$ cat src/rtl/ssd_scan_reader.sv
// Read side of four digit memories: scans them onto a common-anode 4-digit
// seven-segment display with hex decode, decimal points, leading-zero blanking and blink.
module ssd_scan_reader #(
    parameter int SCAN_DIV    = 100000,
    parameter int BLINK_TICKS = 256
) (
    input  logic       clk,
    input  logic       rst,
    input  logic [3:0] digit3,
    input  logic [3:0] digit2,
    input  logic [3:0] digit1,
    input  logic [3:0] digit0,
    input  logic [3:0] dp_en,
    input  logic       lz_en,
    input  logic [3:0] blink_en,
    output logic [3:0] ssd_ctl,
    output logic [7:0] ssd_out
);

    localparam int CNT_W = (SCAN_DIV > 1) ? $clog2(SCAN_DIV) : 1;
    localparam int BLK_W = (BLINK_TICKS > 1) ? $clog2(BLINK_TICKS) : 1;
    localparam logic [CNT_W-1:0] CNT_LAST = CNT_W'(SCAN_DIV - 1);
    localparam logic [BLK_W-1:0] BLK_LAST = BLK_W'(BLINK_TICKS - 1);

    typedef enum logic [1:0] {S0, S1, S2, S3} scan_state_t;

    logic [CNT_W-1:0] r_cnt;
    logic             w_scan_tick;
    scan_state_t      r_state;
    scan_state_t      w_state_nxt;
    logic [BLK_W-1:0] r_blink_cnt;
    logic             r_phase;
    logic [1:0]       w_idx;
    logic [3:0]       w_digit;
    logic             w_dp_en;
    logic             w_blink_en;
    logic             w_lead_zero;
    logic             w_blank;
    logic [6:0]       w_seg;
    logic [3:0]       r_ssd_ctl;
    logic [7:0]       r_ssd_out;

    assign w_scan_tick = (r_cnt == CNT_LAST);

    // NOTE: sequential state uses non-blocking (<=) so every register samples pre-edge values.
    always_ff @(posedge clk or negedge rst) begin
        if (!rst) begin
            r_cnt <= '0;
        end else if (w_scan_tick) begin
            r_cnt <= '0;
        end else begin
            r_cnt <= r_cnt + CNT_W'(1);
        end
    end

    always_ff @(posedge clk or negedge rst) begin
        if (!rst) begin
            r_state <= S0;
        end else begin
            r_state <= w_state_nxt;
        end
    end

    // NOTE: every always_comb output is given a default first, so no path can infer a latch.
    always_comb begin
        w_state_nxt = r_state;
        w_idx       = 2'd0;
        w_digit     = digit0;
        w_dp_en     = dp_en[0];
        w_blink_en  = blink_en[0];
        w_lead_zero = 1'b0;
        case (r_state)
            S0: begin
                if (w_scan_tick) w_state_nxt = S1;
            end
            S1: begin
                if (w_scan_tick) w_state_nxt = S2;
                w_idx       = 2'd1;
                w_digit     = digit1;
                w_dp_en     = dp_en[1];
                w_blink_en  = blink_en[1];
                w_lead_zero = (digit3 == 4'd0) && (digit2 == 4'd0) && (digit1 == 4'd0);
            end
            S2: begin
                if (w_scan_tick) w_state_nxt = S3;
                w_idx       = 2'd2;
                w_digit     = digit2;
                w_dp_en     = dp_en[2];
                w_blink_en  = blink_en[2];
                w_lead_zero = (digit3 == 4'd0) && (digit2 == 4'd0);
            end
            S3: begin
                if (w_scan_tick) w_state_nxt = S0;
                w_idx       = 2'd3;
                w_digit     = digit3;
                w_dp_en     = dp_en[3];
                w_blink_en  = blink_en[3];
                w_lead_zero = (digit3 == 4'd0);
            end
            default: w_state_nxt = S0;
        endcase
    end

    // Blink phase advances on scan ticks only; phase 1 is the dark half-period.
    always_ff @(posedge clk or negedge rst) begin
        if (!rst) begin
            r_blink_cnt <= '0;
            r_phase     <= 1'b0;
        end else if (w_scan_tick) begin
            if (r_blink_cnt == BLK_LAST) begin
                r_blink_cnt <= '0;
                r_phase     <= ~r_phase;
            end else begin
                r_blink_cnt <= r_blink_cnt + BLK_W'(1);
            end
        end
    end

    assign w_blank = (w_blink_en && r_phase) || (lz_en && w_lead_zero);

    always_comb begin
        w_seg = 7'b1111111;
        case (w_digit)
            4'h0: w_seg = 7'b0000001;
            4'h1: w_seg = 7'b1001111;
            4'h2: w_seg = 7'b0010010;
            4'h3: w_seg = 7'b0000110;
            4'h4: w_seg = 7'b1001100;
            4'h5: w_seg = 7'b0100100;
            4'h6: w_seg = 7'b0100000;
            4'h7: w_seg = 7'b0001111;
            4'h8: w_seg = 7'b0000000;
            4'h9: w_seg = 7'b0000100;
            4'hA: w_seg = 7'b0001000;
            4'hB: w_seg = 7'b1100000;
            4'hC: w_seg = 7'b0110001;
            4'hD: w_seg = 7'b1000010;
            4'hE: w_seg = 7'b0110000;
            4'hF: w_seg = 7'b0111000;
            default: w_seg = 7'b1111111;
        endcase
    end

    // Registered pin drivers: a single anode low per lit slot, everything dark when blanked.
    always_ff @(posedge clk or negedge rst) begin
        if (!rst) begin
            r_ssd_ctl <= 4'b1111;
            r_ssd_out <= 8'hFF;
        end else if (w_blank) begin
            r_ssd_ctl <= 4'b1111;
            r_ssd_out <= 8'hFF;
        end else begin
            r_ssd_ctl <= ~(4'b0001 << w_idx);
            r_ssd_out <= {w_seg, ~w_dp_en};
        end
    end

    assign ssd_ctl = r_ssd_ctl;
    assign ssd_out = r_ssd_out;

endmodule
$ cat config.mk
export PLATFORM = sky130hd
export DESIGN_NAME = ssd_scan_reader
export DESIGN_NICKNAME = d
export VERILOG_FILES = /design/src/rtl/ssd_scan_reader.sv
export SDC_FILE = /design/constraint.sdc
export NUM_CORES = 1
export LEC_CHECK = 0
export ABC_AREA = 1
export BUFFER_PORTS_ARGS = -buffer_cell sky130_fd_sc_hd__buf_2
export CORE_MARGIN = 2
export CORE_UTILIZATION = 35
export DETAILED_ROUTE_END_ITERATION = 16
export GPL_TIMING_DRIVEN = 0
export PLACE_DENSITY_LB_ADDON = 0.05
export SYNTH_ARGS = -nofsm -noshare
export SYNTH_HDL_FRONTEND = slang
export SYNTH_SLANG_ARGS = --single-unit
$ cat constraint.sdc
create_clock -name clk -period 3 [get_ports clk]
set_input_delay 0.6 -clock clk [delete_from_list [all_inputs] [get_ports clk]]
set_output_delay 0.6 -clock clk [all_outputs]
set_load 0.1 [all_outputs]
Word-level counts from Yosys, hierarchy flattened
Memory sizes are Yosys's and may differ from the RTL's.
Index checks and enable logic that the tools add are counted.
{"block": "word_totals", "inputBits": 27, "word_cells": 47, "register_bits": 40, "romBits": 112, "memories": 1}
{"block": "classes", "n_shift": 1, "n_reduce_logical": 11, "n_bitwise": 3, "eq_ne": 9, "muxes": 14, "add_sub_neg": 2}
{"name": "(no name shown)", "depth": 16, "word_bits": 7, "read_ports": 1, "rd_clocked_by_memory_dff": 0, "wr": 0, "line_no": "123", "text": "case (w_digit)"}
{"operator": "17-bit by 1-bit adder with 17-bit output, second input constant", "n": 1}
{"operator": "17-bit equality test, second input constant", "n": 1}
{"operator": "17-bit two-way mux", "n": 1}
{"operator": "8-bit two-way mux", "n": 2}
{"operator": "4-bit zero test", "n": 3}
{"operator": "4-bit one-hot mux with 3 select lines", "n": 1}
{"operator": "1-bit one-hot mux with 3 select lines", "n": 3}
{"operator": "8-bit by 1-bit adder with 8-bit output, second input constant", "n": 1}
{"operator": "8-bit equality test, second input constant", "n": 1}
{"operator": "2-bit two-way mux", "n": 4}
{"operator": "2-bit inequality test, second input constant", "n": 4}
{"operator": "2-bit one-hot mux with 4 select lines", "n": 1}
{"operator": "2-bit one-hot mux with 3 select lines", "n": 1}
{"operator": "2-bit equality test, second input constant", "n": 2}
{"operator": "1-bit logical AND", "n": 4}
{"operator": "4-bit two-way mux", "n": 1}
{"operator": "4-bit NOT", "n": 1}
{"operator": "4-bit AND reduction", "n": 1}
{"operator": "1-bit by 2-bit left shift with 4-bit output, first input constant", "n": 1}
{"operator": "2-bit by 1-bit equality test with 1-bit output, second input constant", "n": 1}
{"operator": "2-bit zero test", "n": 1}
{"operator": "1-bit NOT", "n": 2}
{"operator": "2-bit AND reduction", "n": 1}
{"operator": "1-bit logical OR", "n": 1}

Longest topological paths before layout
{"block": "logic_depth", "ltp_word": 7, "mapped_depth": 12, "depth_no_buf": 11}

Worst setup path before layout
Ideal clock, no wire load.
{"block": "synth_timing", "kind": "register to register", "start": "reg r_state[0]", "end": "reg r_ssd_out[4], in the netlist ssd_out[4]", "setup_time_ns": 0.079, "t_arrival_ns": 1.748, "path_stages_with_launch": 12, "n_path_buf": 0, "path_slack_ns": 1.173, "period_less_slack_ns": 1.827, "cell_sequence": "dfrtp_1 inv_1 ha_1 inv_4 or2_4 o21ai_4 inv_1 ha_1 nand3_1 nand2_1 nor2_1 nand2_1"}
{"block": "synth_between", "elab_chain_len": 5}
{"item": "start: declaration", "line_no": "29", "text": "scan_state_t r_state;"}
{"item": "start signal: assignment", "line_no": "60", "text": "r_state <= w_state_nxt;"}
{"item": "branches (longest 4 deep; another with memory read 16 x 7 bit)"}
{"item": "8-bit two-way mux *", "line_no": "149", "text": "end else if (w_blank) begin"}
{"item": "end signal: assignment", "line_no": "154", "text": "r_ssd_out <= {w_seg, ~w_dp_en};"}
{"item": "end: declaration", "line_no": "41", "text": "logic [7:0] r_ssd_out;"}
Mark *: on every way between the ends.
A chain may end at the register's enable or synchronous reset.

Worst setup path in the final report
Ends and elaborated chain as after synthesis.

==> results.sh <==
export IMPL_synthCells=323
export IMPL_start_util_pct=36.47
export IMPL_yosysTopAreaCellShare_pct=28.13
export IMPL_ys_top_cells_by_area="dfrtp_1 (28%), nand2_1 (13%), dfstp_2 (13%), ha_1 (6.5%), nor2_1 (6.3%)"
export IMPL_die_area_um2=7808
export IMPL_die_y_um=88.37
export IMPL_final_cells=465
export IMPL_leakage_nw=1.469
export IMPL_critPathSlowestCell="o21bai_1"
export IMPL_drc_errors=0
export IMPL_drive_above_1_share_pct=24.39
export IMPL_cts_setup_buffers=0
export IMPL_grt_total_usage_pct=15.38
export IMPL_cts_hold_fix_buffers=0
export IMPL_cts_sinks=40
export IMPL_pwr_share_seq_pct=48.5
export IMPL_ir_drop_mv=0.1630
export IMPL_clk_path_buf_depth=2
export IMPL_netSwitchingPower_uw=309.4
export IMPL_fp_dieW_um=88.37
export IMPL_worstSetupPathDepth=10
export IMPL_tightest_slew_ns=0.8886
export IMPL_cts_htree_levels=2
export IMPL_final_cell_area_um2=2913
export IMPL_ys_warn_count=0
export IMPL_antenna_found_initial=0
export IMPL_worst_path_buf_inv=2
export IMPL_clk_latency_ns=0.29
export IMPL_nNetsFinal=408
export IMPL_tns_ns=0
export IMPL_finalWirelength_mm=5.305
export IMPL_max_freq_ghz=0.4513
export IMPL_grt_pass1_wl_mm=9.473
export IMPL_powerDensity_nw_per_um2=393.4
export IMPL_ant_nets=0
export IMPL_cts_tree="built"
export IMPL_cts_root_buffer="clkbuf_8"
export IMPL_crit_family="adder cells"
export IMPL_p_clk_share_pct=38.3
export IMPL_final_cell_mix="nand2_1 (86), nor2_1 (42), buf_2 (42), inv_1 (35), dfrtp_1 (28)"
export IMPL_dp_hpwl_mm=4.057
export IMPL_final_common_cell="nand2_1"
export IMPL_gr_total_overflow=0
export IMPL_cts_resized_gates=0
export IMPL_required_ns=3.23
export IMPL_max_cap_violations=0
export IMPL_syn_nets=363
export IMPL_finalHoldViolCount=0
export IMPL_worst_ep_arrival_time_ns=2.44
export IMPL_drv_slew=0
export IMPL_syn_area_um2=2491
export IMPL_worstReg2RegStart="r_state[0]"
export IMPL_grt_pass1_vias=2077
export IMPL_initialDrtViolationCount=73
export IMPL_p_int_uw=836.6
export IMPL_timing_final_crit_share_pct=73.86
export IMPL_path_class="reg -> reg"
export IMPL_port_buffers=38
export IMPL_path_cells="inv_1 > ha_1 > inv_4 > nand2_1 > o21bai_1 > ha_1 > nand3_1 > nand2_1 > nor2_1 > nand2_1"
export IMPL_rsz0062_at_grt="no"
export IMPL_place_congestion=0.7851
export IMPL_cpMostUsedCell="nand2_1"
export IMPL_ys_types=32
export IMPL_reg2reg_depth=10
export IMPL_ys_ff_latch=40
export IMPL_path_clk_slew_ns=0.08
export IMPL_cp_end_kind="flop"
export IMPL_crit_fanout=10
export IMPL_cpPeakStageDelay_ns=0.44
export IMPL_post_drt_wl_per_cell_um=11.41
export IMPL_r2r_end="ssd_out[4]"
export IMPL_vias=2074
export IMPL_antennaDiodeCount=0
export IMPL_comb_power_share_pct=13.1
export IMPL_dpl_cell_count=457
export IMPL_placed_area_um2=2801
export IMPL_setup_worst_path_start_class="flop"
export IMPL_finClkSkew_ns=0.003771
export IMPL_cts_inserted_buffers=5
export IMPL_yosysTopAreaCell="dfrtp_1"
export IMPL_fin_crit_ns=2.216
export IMPL_core_um2=6832
export IMPL_status="completed"
export IMPL_setup_viol=0
export IMPL_rows=30
export IMPL_ios=39
export IMPL_drt_first_pass_iters=4
export IMPL_grt_max_degree=41
export IMPL_area_growth_pct=16.93
export IMPL_power_switching_share_pct=27.00
export IMPL_hold_class="in -> async"
export IMPL_synth_area_per_cell_um2=7.713
export IMPL_ys_seq_area_share_pct=40.78
export IMPL_holdWs_ns=0.4242
export IMPL_ff2ff_setup_slack_ns=0.78
export IMPL_vias_per_cell=4.460
export IMPL_relSlewSlack_pct=40.76
metal layers:
layer | share of wire (%) | track usage [%] | vias to the layer above
met3 | 4.4 | 3.545 | 5
li1 | - | - | 1109
met5 | 0 | 0 | -
met1 | 47 | 19.27 | 919
met4 | 1.2 | 4.132 | 0
met2 | 48 | 26.66 | 41
layout make-up:
type,count,area [µm²]
flip-flops and latches,40,1016
repair buffers,38,190.2
inverters,39,150.1
fillers,749,3919
well taps,96,120.1
plain buffers,4,20.02
multi-input cells,240,1305
clock inverters,3,42.54
clock buffers,5,68.82
worst max path at each step:
stage / from / end / slack [ns]
floorplan: r_state[0] / ssd_out[4] / 1.17
global placement: r_state[0] / ssd_out[4] / 0.84
detailed placement: r_state[0] / ssd_out[4] / 0.81
CTS: r_state[0] / ssd_out[4] / 0.78
global route: r_state[0] / ssd_out[4] / 0.62
finish: r_state[0] / ssd_out[4] / 0.78
flip-flops by register name, summed over array words and instances (netlist names):
signal / count
r_phase: 1
r_blink_cnt: 8
ssd_out: 8
ssd_ctl: 4
r_cnt: 17
r_state: 2
through the flow:
stage | utilization, % | power, mW | worst slack, ns
CTS | 42.64 | 1.167 | 0.7836
global route | 42.64 | 1.205 | 0.6237
finish | 42.64 | 1.146 | 0.7842
global placement | 41.01 | 0.7189 | 0.8389
detailed placement | 41.01 | 0.7184 | 0.8131
floorplan | - | 0.6736 | 1.173
worst register-to-register path, delay by kind of cell (launching register included):
kind | cells | cell delay, ns
simple gates | 5 | 0.43
buf+inv | 2 | 0.28
flops | 1 | 0.39
fa+ha+maj | 2 | 0.62
compound gates | 1 | 0.44
cells by family (layout without fill, tap and decap cells):
logic type / after synthesis / in the layout / share of synthesized area [%]
xor gates and xnor gates: 11 / 11 / 3.868
AOI/OAI and AO/OA: 32 / 32 / 8.036
DFF: 40 / 40 / 40.78
buffers and inverters: 43 / 89 / 6.831
and+or+nand+nor: 184 / 184 / 33.95
adders and majority gates: 13 / 13 / 6.530
synthesized netlist by cell type:
cell / number
a21oi_1: 8
a31oi_1: 1
and2_1: 1
buf_2: 4
clkinv_2: 1
dfrtp_1: 28
dfstp_2: 12
ha_1: 13
inv_1: 35
inv_2: 2
inv_4: 1
nand2_1: 86
nand2_2: 3
nand2_4: 1
nand3_1: 25
nand3_2: 1
nand3b_1: 1
nand4_1: 8
nor2_1: 42
nor2_2: 7
nor2_4: 7
nor3_1: 1
o211ai_2: 1
o21ai_0: 15
o21ai_1: 3
o21ai_2: 1
o21ai_4: 1
o21bai_1: 1
o21bai_4: 1
or2_4: 1
xnor2_1: 3
xor2_1: 8
power groups by stage:
stage               sequential, mW  combinational [mW]  clock [mW]
finish                       0.556               0.151       0.439
detailed placement           0.566               0.152           0
floorplan                    0.636              0.0373           0
CTS                          0.556               0.152       0.459
global route                 0.557               0.165       0.483
global placement             0.566               0.153           0
Note: power is estimated with default switching activity, not from simulation.
